## src/rtl/output_drain_ctrl.sv

```systemverilog
// Captures one batch of column results and writes it to the output buffer, one word per cycle, at ascending addresses.
// Word 0 is written in the cycle after capture. results_ready is low from the capture edge until the cycle after done.
module output_drain_ctrl #(
    parameter int NUM_COLS = 4,
    parameter int DATA_W   = 32,
    parameter int ADDR_W   = 4
) (
    input  logic                         clk,
    input  logic                         rst,
    input  logic [NUM_COLS*DATA_W-1:0]   col_results,
    input  logic                         results_valid,
    input  logic [ADDR_W-1:0]            base_addr,
    output logic                         results_ready,
    output logic [DATA_W-1:0]            data,
    output logic [ADDR_W-1:0]            op_buf_addr_for_store,
    output logic                         op_buffer_instr_for_storing_data,
    output logic                         busy,
    output logic                         done,
    output logic                         wrap_err
);

    localparam int IDX_W = (NUM_COLS > 1) ? $clog2(NUM_COLS) : 1;
    localparam logic [IDX_W-1:0] LAST_IDX = IDX_W'(NUM_COLS - 1);

    typedef enum logic {IDLE, DRAIN} state_t;

    state_t              state_q, state_nxt;
    logic [IDX_W-1:0]    k_q, k_nxt, k_inc;
    logic [ADDR_W-1:0]   base_q;
    logic [DATA_W-1:0]   cap_q [NUM_COLS];
    logic [DATA_W-1:0]   data_q, data_nxt;
    logic [ADDR_W-1:0]   addr_q, addr_nxt;
    logic                strobe_q, strobe_nxt;
    logic                done_q, done_nxt;
    logic                wrap_q, wrap_nxt;
    logic                cap_ld;
    logic [ADDR_W:0]     sum;

    always_ff @(posedge clk) begin
        if (rst) begin
            state_q  <= IDLE;
            k_q      <= '0;
            base_q   <= '0;
            data_q   <= '0;
            addr_q   <= '0;
            strobe_q <= 1'b0;
            done_q   <= 1'b0;
            wrap_q   <= 1'b0;
            for (int c = 0; c < NUM_COLS; c++) begin
                cap_q[c] <= '0;
            end
        end else begin
            state_q  <= state_nxt;
            k_q      <= k_nxt;
            data_q   <= data_nxt;
            addr_q   <= addr_nxt;
            strobe_q <= strobe_nxt;
            done_q   <= done_nxt;
            wrap_q   <= wrap_nxt;
            if (cap_ld) begin
                base_q <= base_addr;
                for (int c = 0; c < NUM_COLS; c++) begin
                    cap_q[c] <= col_results[c*DATA_W +: DATA_W];
                end
            end
        end
    end

    // Output registers are loaded with the word to present next, so word 0 comes straight from the inputs.
    always_comb begin
        state_nxt  = state_q;
        k_nxt      = k_q;
        data_nxt   = data_q;
        addr_nxt   = addr_q;
        strobe_nxt = 1'b0;
        done_nxt   = 1'b0;
        wrap_nxt   = wrap_q;
        cap_ld     = 1'b0;
        k_inc      = k_q + IDX_W'(1);
        sum        = {1'b0, base_q} + (ADDR_W+1)'(k_inc);

        case (state_q)
            IDLE: begin
                if (results_valid) begin
                    cap_ld     = 1'b1;
                    state_nxt  = DRAIN;
                    k_nxt      = '0;
                    data_nxt   = col_results[DATA_W-1:0];
                    addr_nxt   = base_addr;
                    strobe_nxt = 1'b1;
                    done_nxt   = (NUM_COLS == 1);
                end
            end
            DRAIN: begin
                if (k_q == LAST_IDX) begin
                    state_nxt = IDLE;
                end else begin
                    k_nxt      = k_inc;
                    data_nxt   = cap_q[k_inc];
                    addr_nxt   = sum[ADDR_W-1:0];
                    wrap_nxt   = wrap_q | sum[ADDR_W];
                    strobe_nxt = 1'b1;
                    done_nxt   = (k_inc == LAST_IDX);
                end
            end
            default: state_nxt = IDLE;
        endcase
    end

    assign results_ready                    = (state_q == IDLE);
    assign busy                             = (state_q == DRAIN);
    assign data                             = data_q;
    assign op_buf_addr_for_store            = addr_q;
    assign op_buffer_instr_for_storing_data = strobe_q;
    assign done                             = done_q;
    assign wrap_err                         = wrap_q;

endmodule

```

## config.mk

```make
export PLATFORM = sky130hd
export DESIGN_NAME = output_drain_ctrl
export DESIGN_NICKNAME = d
export VERILOG_FILES = /design/src/rtl/output_drain_ctrl.sv
export SDC_FILE = /design/constraint.sdc
export NUM_CORES = 1
export LEC_CHECK = 0
export ABC_AREA = 1
export CORE_MARGIN = 5
export CORE_UTILIZATION = 45
export CTS_BUF_LIST = sky130_fd_sc_hd__clkbuf_2
export DETAILED_ROUTE_END_ITERATION = 12
export GPL_TIMING_DRIVEN = 0
export PLACE_DENSITY = 0.81
export SYNTH_ARGS = -nofsm -noshare
export SYNTH_HDL_FRONTEND = slang
export SYNTH_SLANG_ARGS = --single-unit
```

## constraint.sdc

```tcl
create_clock -name clk -period 9.65 [get_ports clk]
set_clock_uncertainty 0.05 [all_clocks]
set_input_delay 1.4475 -clock clk [delete_from_list [all_inputs] [get_ports clk]]
set_output_delay 1.4475 -clock clk [all_outputs]
set_load 0.02 [all_outputs]
```

==> impl_metrics.toml, run 1 <==
[timing]
period_share_pct = 41.5
hold_violations = 0
tns_ns = 0
drv_slew = 0
fin_ws_ns = 5.64
setup_violations = 0
fmax_ghz = 0.250
rsz0062_at_grt = "false"
max-slew-margin-rel_pct = 63.9
worstMarginPinSlew_ns = 0.541
period_minus_slack_ns = 4.01

[placed_design]
gp_congestion = 0.851
dp_slack_ns = 6.05
hpwl_um = 16000
port_buffers = 175

[synth]
yosys_warnings = 0
synth_edf_count = 128
netlist_area_um2 = 7890
postSynthCellCount = 885
yosys.area.top_type = "edfxtp_1"
avgSynthCellArea_um2 = 8.91
synth_most_common_cell = "nor2_1"
yosysTopAreaCellShare_pct = 48.7
yosysSeqAreaShare_pct = 60.2
ys_types = 26
async_flop_share_pct = 0
synth.area.top_cells = "edfxtp_1 49%, dfxtp_1 11%, nor2_1 8.6%"
synth_seq_cells = 173
synth_flop_cell = "edfxtp_1"
synth_fp_nets = 1025
synth_commonest_cells = "180 x nor2_1, 141 x nand2_1, 139 x inv_1"

[global_route]
grt_usage_pct = 22.0
grt_max_degree = 56
antenna_found_initial = 1
grt_pass1_vias = 6447
grt-ovfl-total = 0
grt_pass1_wl_um = 33900

[worst_setup_path]
rr_startpoint = "k_q[0]"
endpoint_kind = "primary output"
rr_endpoint = "op_buf_addr_for_store[3]"
critical_path_required_ns = 8.15
reg2reg_slack_ns = 6.96
startpoint_type = "flip-flop"
reg2reg_depth = 13
worstSetupPathType = "flip-flop to primary output"
cp_max_fo = 10
worstPathArrival_ns = 2.51

[route]
dr.pass1.iters = 5
via_per_inst = 5.00
wirelength_um = 22500
drtIter0Drc = 646
avgRoutedWirePerCell_um = 17.0
drc = 0
detail-route-antenna-nets = 0
vias = 6601

[power_and_ir_drop]
intPower_mw = 1.13
peakVddDrop_mv = 0.0723
clockPowerShare_pct = 23.5
pwr-share-seq_pct = 55.4
switching_share_pct = 29.8
combPwrFrac_pct = 21.1
switchingPower_mw = 0.479
p_leak_nw = 4.54
p_per_area_nw_per_um2 = 157

[run]
drv_cap = 0

[clock_tree]
clockBufferDepth = 2
numClockSinks = 173
cts.htree.levels = 4
cts_made_buffers = 17
path_clk_slew_ns = 0.23
cts_root_buffer = "clkbuf_2"
post_cts_buffers = 0
postCtsHoldBufs = 0
clkLatencyLatePin_ns = 0.78
cts_tree = "built"
post_cts_resized = 0

[cells_and_area]
diodes = 0
n_fill_cell = 1508
multiInputGateArea_um2 = 2290
final_util_pct = 59.2
areaGrowthSynthToFinish_pct = 29.4
final_nets = 1221
drive_gt1_share_pct = 8.68
seq_area_um2 = 4740

[floorplan]
coreArea_um2 = 17200
io_pins = 176
start_util_pct = 45.8
die_width_um = 142
dieArea_um2 = 20300
fp.dieH_um = 142
rows = 48

[outcome]
status = "finished clean"

[min_path]
min_path_cells = 2
holdPathEnd = "data[21]"
hold_start = "data[21]"
hold_path.class = "flip-flop to flip-flop"
-- layout by cell type, fill, tap and decap left out, types with 2 or more instances in the layout --
master             n
nor2_1           180
clkdlybuf4s50_1  175
nand2_1          140
inv_1            139
edfxtp_1         128
nand3_1           69
dfxtp_1           45
a21oi_1           37
o21ai_1           35
buf_2             34
o21ai_0           20
clkbuf_2          17
buf_4             16
o211ai_1          16
inv_2              5
ha_1               4
clkinvlp_4         4
clkinv_2           4
nand2_4            3
o22ai_1            3
clkinv_4           3
clkbuf_1           2
bufinv_16          2
-- area by class of cell --
class	count	area share, %
Inverter	145	5.36
Multi-Input combinational cell	514	22.5
Clock inverter	15	1.46
Sequential cell	173	46.5
Timing Repair Buffer	177	17.6
Tap cell	225	2.76
Clock buffer	17	0.833
Buffer	53	3.03
-- flip-flops by register name, summed over array words and instances, names as in the netlist --
name	count
wrap_err	1
data	32
cap_q	128
k_q	2
op_buffer_instr_for_storing_data	1
base_q	4
done	1
op_buf_addr_for_store	4
-- worst max-delay path, cell delays in order, from the launching register on --
cell,delay (ns)
dfxtp_1,0.43
inv_2,0.10
buf_2,0.22
buf_2,0.30
clkdlybuf4s50_1,0.69
-- layer usage --
layer  vias up  GRT usage, %  wire length, um
li1       3219             -                -
met1      3052          28.1             9150
met2       284          36.7            10900
met3        44          6.05             1990
met4         2          6.90              422
met5         -             0               13
-- how the worst max path moves through the flow --
stage	start	endpoint	slack, ns	cells past startpoint
floorplan	rst	cap_q[0][0]	4.64	3
global placement	rst	cap_q[1][24]	2.60	4
detailed placement	rst	cap_q[1][1]	6.05	5
CTS	op_buffer_instr_for_storing_data	results_ready	5.61	4
global route	op_buffer_instr_for_storing_data	results_ready	5.48	4
finish	op_buffer_instr_for_storing_data	results_ready	5.64	4
-- kinds of logic (layout without fill, tap and decap cells) --
family	after synthesis	after routing	share of synthesized area, %
AO/OA/AOI/OAI	113	113	7.77
adder cells (fa/ha/maj)	5	5	0.889
buffers and inverters	198	407	10.9
AND/OR/NAND/NOR	395	395	20.2
XOR/XNOR	1	1	0.111
flip-flops	173	173	60.2
-- power groups by stage --
stage                     registers (mW)  logic, mW  clock network, mW
after floorplan                    0.926      0.157                  0
after global placement             0.911      0.328                  0
after detailed placement           0.906      0.337                  0
after CTS                          0.890      0.339              0.385
after global routing               0.896      0.369              0.418
final                              0.890      0.338              0.378
-- per-stage QoR --
step / instance area, um2 / hold slack, ns / instances / total power, mW
floorplan: 7890 / 0.404 / 885 / 1.08
global placement: 9920 / 0.399 / 1285 / 1.24
detailed placement: 9970 / 0.414 / 1287 / 1.24
CTS: 10200 / 0.442 / 1319 / 1.61
global route: 10200 / 0.463 / 1319 / 1.68
finish: 10200 / 0.439 / 1319 / 1.61
(Power assumes the default switching activity.)
==> inputs of run 2 (changes only) <==
--- a/config.mk
+++ b/config.mk
@@ -11,7 +11,7 @@
 export CTS_BUF_LIST = sky130_fd_sc_hd__clkbuf_2
 export DETAILED_ROUTE_END_ITERATION = 12
 export GPL_TIMING_DRIVEN = 0
-export PLACE_DENSITY = 0.81
+export PLACE_DENSITY = 0.83
 export SYNTH_ARGS = -nofsm -noshare
 export SYNTH_HDL_FRONTEND = slang
 export SYNTH_SLANG_ARGS = --single-unit
==> constraint.sdc (replaced) <==
create_clock -name clk -period 3.6 [get_ports clk]
set_clock_uncertainty 0.05 [all_clocks]
set_input_delay 0.54 -clock clk [delete_from_list [all_inputs] [get_ports clk]]
set_output_delay 0.54 -clock clk [all_outputs]
set_load 0.02 [all_outputs]
==> run 2 against run 1 <==
Compared with the run above:
- combinational power rose to 2.7 times the previous value
- register-to-register slack got worse by 6.0 ns
- clock power rose to 2.9 times the previous value
- power grew to 2.7 times the previous value
- global-route usage is 0.27 points lower
- final cell count unchanged
- design area grew 0.12%
- non-clock buffer count down 1
- setup slack worse by 5.2 ns
- hold slack worse by 0.12 ns
- clock-buffer cell count unchanged
- sequential share of layout area shrank 0.057 points
==> impl_metrics.toml, run 2 (same netlist as run 1, synthesis figures left out) <==
[cells_and_area]
postLayoutCellArea_um2 = 10200
n_fill_cell = 1492
final_nets = 1220
fin_cells = 1319
largest_register_ffs = 128
areaGrowthSynthToFinish_pct = 29.6
mostFrequentLayoutCells = "180 x nor2_1, 175 x clkdlybuf4s50_1, 140 x nand2_1, 139 x inv_1, 128 x edfxtp_1"
regMostFlops = "cap_q"
drive_gt1_share_pct = 8.51
final_common_cell = "nor2_1"

[clock_tree]
cts_made_buffers = 17
cts.htree.levels = 4
numClockSinks = 173
post_cts_resized = 0
path_clk_slew_ns = 0.25
clockBufferDepth = 2
post_cts_buffers = 0
postCtsHoldBufs = 0
cts_root_buffer = "clkbuf_2"
cts_tree = "built"
clkLatencyLatePin_ns = 0.77

[worst_setup_path]
worstPathArrival_ns = 2.53
endpoint_kind = "primary output"
worstSetupPathType = "flip-flop to primary output"
cp_max_fo = 10
critPathSlowestCell = "clkdlybuf4s50_1"
startpoint_type = "flip-flop"
critical-path-max-stage-delay_ns = 0.67
crit_path_cell_trace = "inv_2, buf_2, buf_2, clkdlybuf4s50_1"
critical_path_required_ns = 3.01
crit_buf_inv = 4
crit_family = "buffers and inverters"
crit_top_cell = "buf_2"

[global_route]
grt_pass1_wl_um = 33600
antenna_found_initial = 2
grt_pass1_vias = 6488
grt_usage_pct = 21.8
grt-ovfl-total = 0
grt_max_degree = 75

[power_and_ir_drop]
intPower_mw = 3.09
clockPowerShare_pct = 24.9
finalPower_mw = 4.38
switchingPower_mw = 1.29
pwr-share-seq_pct = 54.4
combPwrFrac_pct = 20.7
peakVddDrop_mv = 0.218
switching_share_pct = 29.4
p_per_area_nw_per_um2 = 428
p_leak_nw = 4.55

[timing]
fmax_ghz = 0.320
drv_slew = 0
period_share_pct = 86.8
worstMarginPinSlew_ns = 0.540
period_minus_slack_ns = 3.12
fin_ws_ns = 0.476
rsz0062_at_grt = "false"
hold_violations = 0
max-slew-margin-rel_pct = 64.0
setup_violations = 0

[route]
drc = 0
dr.pass1.iters = 5
vias = 6617
wirelength_um = 22100
detail-route-antenna-nets = 0
via_per_inst = 5.02
drtIter0Drc = 581
avgRoutedWirePerCell_um = 16.7

[placed_design]
gp_congestion = 0.875
port_buffers = 175
dp_slack_ns = 0.904
post_dp_cell_area_um2 = 9960
placed_cells = 1286
hpwl_um = 15700

[floorplan]
die_width_um = 142
dieArea_um2 = 20300
io_pins = 176
rows = 48
coreArea_um2 = 17200
start_util_pct = 45.8
fp.dieH_um = 142

[min_path]
hold_path.class = "input pin to flip-flop"

[outcome]
status = "finished clean"

[run]
drv_cap = 0
[run 2: worst paths after layout]
check | slack (ns) | from | endpoint | cells after the start
worst min-delay path | 0.32 | col_results[123] | cap_q[3][27] | 3
worst min register to register | 0.44 | data[12] | data[12] | 2
worst max-delay path | 0.48 | op_buffer_instr_for_storing_data | results_ready | 4
worst max register to register | 0.98 | k_q[0] | op_buf_addr_for_store[3] | 14
[run 2: cell type report]
class	instances	area, um2	share of cell area [%]
antenna	1	2.50	0.0245
timing repair buffer	176	1780	17.4
multi-input combinational	514	2300	22.5
clock inverter	15	170	1.66
sequential	173	4740	46.4
buffer	53	309	3.02
inverter	145	547	5.35
tap	225	282	2.75
clock buffer	17	85.1	0.832
[run 2: tightest hold or removal path, delay by kind of cell]
family | cells | cell delay (ns)
buffers and inverters | 2 | 0.44
AND/OR/NAND/NOR | 1 | 0.04
[run 2: metrics by stage]
step                      TNS, ns  util (%)  hold WS, ns
final                           0      59.3        0.319
after floorplan                 0         -        0.404
after global placement     -77.59      57.6        0.405
after CTS                       0      59.3        0.258
after detailed placement        0      57.8        0.411
after global routing            0      59.3        0.241
[run 2: metal layers]
layer / wire length [um] / part of all wire [%] / track usage (%) / vias up
met2: 10700 / 49 / 36.4 / 316
li1: - / - / - / 3210
met4: 484 / 2.2 / 7.55 / 2
met1: 8570 / 39 / 26.8 / 3046
met3: 2300 / 10 / 6.89 / 43
met5: 13 / 0.059 / 0 / -
[run 2: power groups by stage]
stage	clock (mW)	combinational, mW	sequential (mW)
floorplan	0	0.420	2.48
global placement	0	0.880	2.43
detailed placement	0	0.903	2.43
CTS	1.11	0.907	2.38
global route	1.19	0.989	2.40
finish	1.09	0.906	2.38
==> inputs of run 3 (changes only) <==
--- a/config.mk
+++ b/config.mk
@@ -6,7 +6,6 @@
 export NUM_CORES = 1
 export LEC_CHECK = 0
 export ABC_AREA = 1
-export CORE_MARGIN = 5
 export CORE_UTILIZATION = 45
 export CTS_BUF_LIST = sky130_fd_sc_hd__clkbuf_2
 export DETAILED_ROUTE_END_ITERATION = 12
==> run 3 against run 2 <==
Compared with the run above:
- hold slack worse by 0.027 ns
- sequential share of layout area is 0.10 points lower
- wire length is 3.2% lower
- design area is 0.22% higher
- via count is 1.0% lower
- sequential power hardly changed
- combinational power is 0.6% lower
- final cell count hardly changed
==> impl_metrics.toml, run 3 (same netlist as run 1, synthesis figures left out) <==
[outcome]
status = "finished clean"

[timing]
fin_ws_ns = 0.489
drv_slew = 0
worstMarginPinSlew_ns = 0.538
fmax_ghz = 0.321
hold_violations = 0
period_share_pct = 86.4
period_minus_slack_ns = 3.11
tns_ns = 0
rsz0062_at_grt = "false"
max-slew-margin-rel_pct = 64.1
setup_violations = 0

[cells_and_area]
areaGrowthSynthToFinish_pct = 29.9
drive_gt1_share_pct = 8.51
diodes = 0
postLayoutCellArea_um2 = 10200
multiInputGateArea_um2 = 2300
final_common_cell = "nor2_1"
largest_register_ffs = 128
final_nets = 1220
mostFrequentLayoutCells = "180 x nor2_1, 175 x clkdlybuf4s50_1, 140 x nand2_1, 139 x inv_1, 128 x edfxtp_1"
regMostFlops = "cap_q"
final_util_pct = 59.6
seq_area_um2 = 4740
n_fill_cell = 1531

[global_route]
grt_max_degree = 72
grt_usage_pct = 24.3
antenna_found_initial = 0
grt_pass1_vias = 6228
grt_pass1_wl_um = 32300
grt-ovfl-total = 0

[worst_setup_path]
reg2reg_slack_ns = 0.90
endpoint_kind = "primary output"
rr_startpoint = "k_q[0]"
critical_path_required_ns = 3.01
rr_endpoint = "op_buf_addr_for_store[3]"
critPathSlowestCell = "clkdlybuf4s50_1"
critical-path-max-stage-delay_ns = 0.68
crit_top_cell = "buf_2"
cp-startpoint = "op_buffer_instr_for_storing_data"
crit_path_cell_trace = "inv_2, buf_2, buf_2, clkdlybuf4s50_1"
endpoint = "results_ready"
worstPathArrival_ns = 2.52
reg2reg_depth = 14
cp_max_fo = 10
startpoint_type = "flip-flop"
worstSetupPathType = "flip-flop to primary output"

[route]
vias = 6550
drtIter0Drc = 621
avgRoutedWirePerCell_um = 16.2
dr.pass1.iters = 6
via_per_inst = 4.97
wirelength_um = 21400
detail-route-antenna-nets = 0
drc = 0

[placed_design]
hpwl_um = 15200
post_dp_cell_area_um2 = 9960
port_buffers = 175
dp_slack_ns = 0.854
gp_congestion = 0.838

[clock_tree]
numClockSinks = 173
path_clk_slew_ns = 0.24
cts.htree.levels = 4
cts_root_buffer = "clkbuf_2"
clkLatencyLatePin_ns = 0.76
post_cts_resized = 0
post_cts_buffers = 0
clockBufferDepth = 2
cts_made_buffers = 17
postCtsHoldBufs = 0
cts_tree = "built"

[floorplan]
rows = 48
dieArea_um2 = 18100
start_util_pct = 45.9
coreArea_um2 = 17200
fp.dieH_um = 134
io_pins = 176
die_width_um = 134

[power_and_ir_drop]
p_leak_nw = 4.55
peakVddDrop_mv = 0.248
finalPower_mw = 4.44
p_per_area_nw_per_um2 = 434

[run]
drv_cap = 0

[min_path]
hold_start = "base_addr[0]"
hold_path.class = "input pin to flip-flop"
-- run 3: cell type report --
| type | instances | share of cell area (%) |
|---|---|---|
| Clock buffer | 17 | 0.831 |
| Clock inverter | 15 | 1.91 |
| Multi-Input combinational cell | 514 | 22.5 |
| Tap cell | 225 | 2.75 |
| Timing Repair Buffer | 176 | 17.4 |
| Sequential cell | 173 | 46.3 |
| Inverter | 145 | 5.34 |
| Buffer | 53 | 3.02 |
-- run 3: how the worst min path moves through the flow --
stage | endpoint | slack, ns | cells past startpoint
2_1_floorplan | k_q[1] | 0.40 | 2
3_3_place_gp | wrap_err | 0.40 | 2
3_5_place_dp | data[6] | 0.42 | 2
4_1_cts | base_q[0] | 0.24 | 3
5_1_grt | base_q[1] | 0.27 | 3
6_report | base_q[0] | 0.29 | 3
-- run 3: power by group --
| group | total, mW | switching [mW] | internal, mW |
|---|---|---|---|
| combinational | 0.901 | 0.517 | 0.384 |
| clock | 1.15 | 0.695 | 0.457 |
| sequential | 2.39 | 0.0663 | 2.32 |
| total | 4.44 | 1.28 | 3.16 |
-- run 3: critical path: cells and delay by family (launching register included) --
family                 cells  cell delay (ns)
DFF                        1             0.46
buffers and inverters      4             1.32
-- run 3: metrics by stage --
stage	hold WS, ns	cells
floorplan	0.404	885
global placement	0.404	1285
detailed placement	0.416	1286
CTS	0.243	1318
global route	0.267	1318
finish	0.292	1318
-- run 3: per-layer routing --
layer  up-vias  track usage (%)  wire length, um
met4         0             10.9              656
li1       3218                -                -
met3        47             5.97             1760
met1      2962             29.2             8580
met2       323             41.1            10400
met5         -                0                0
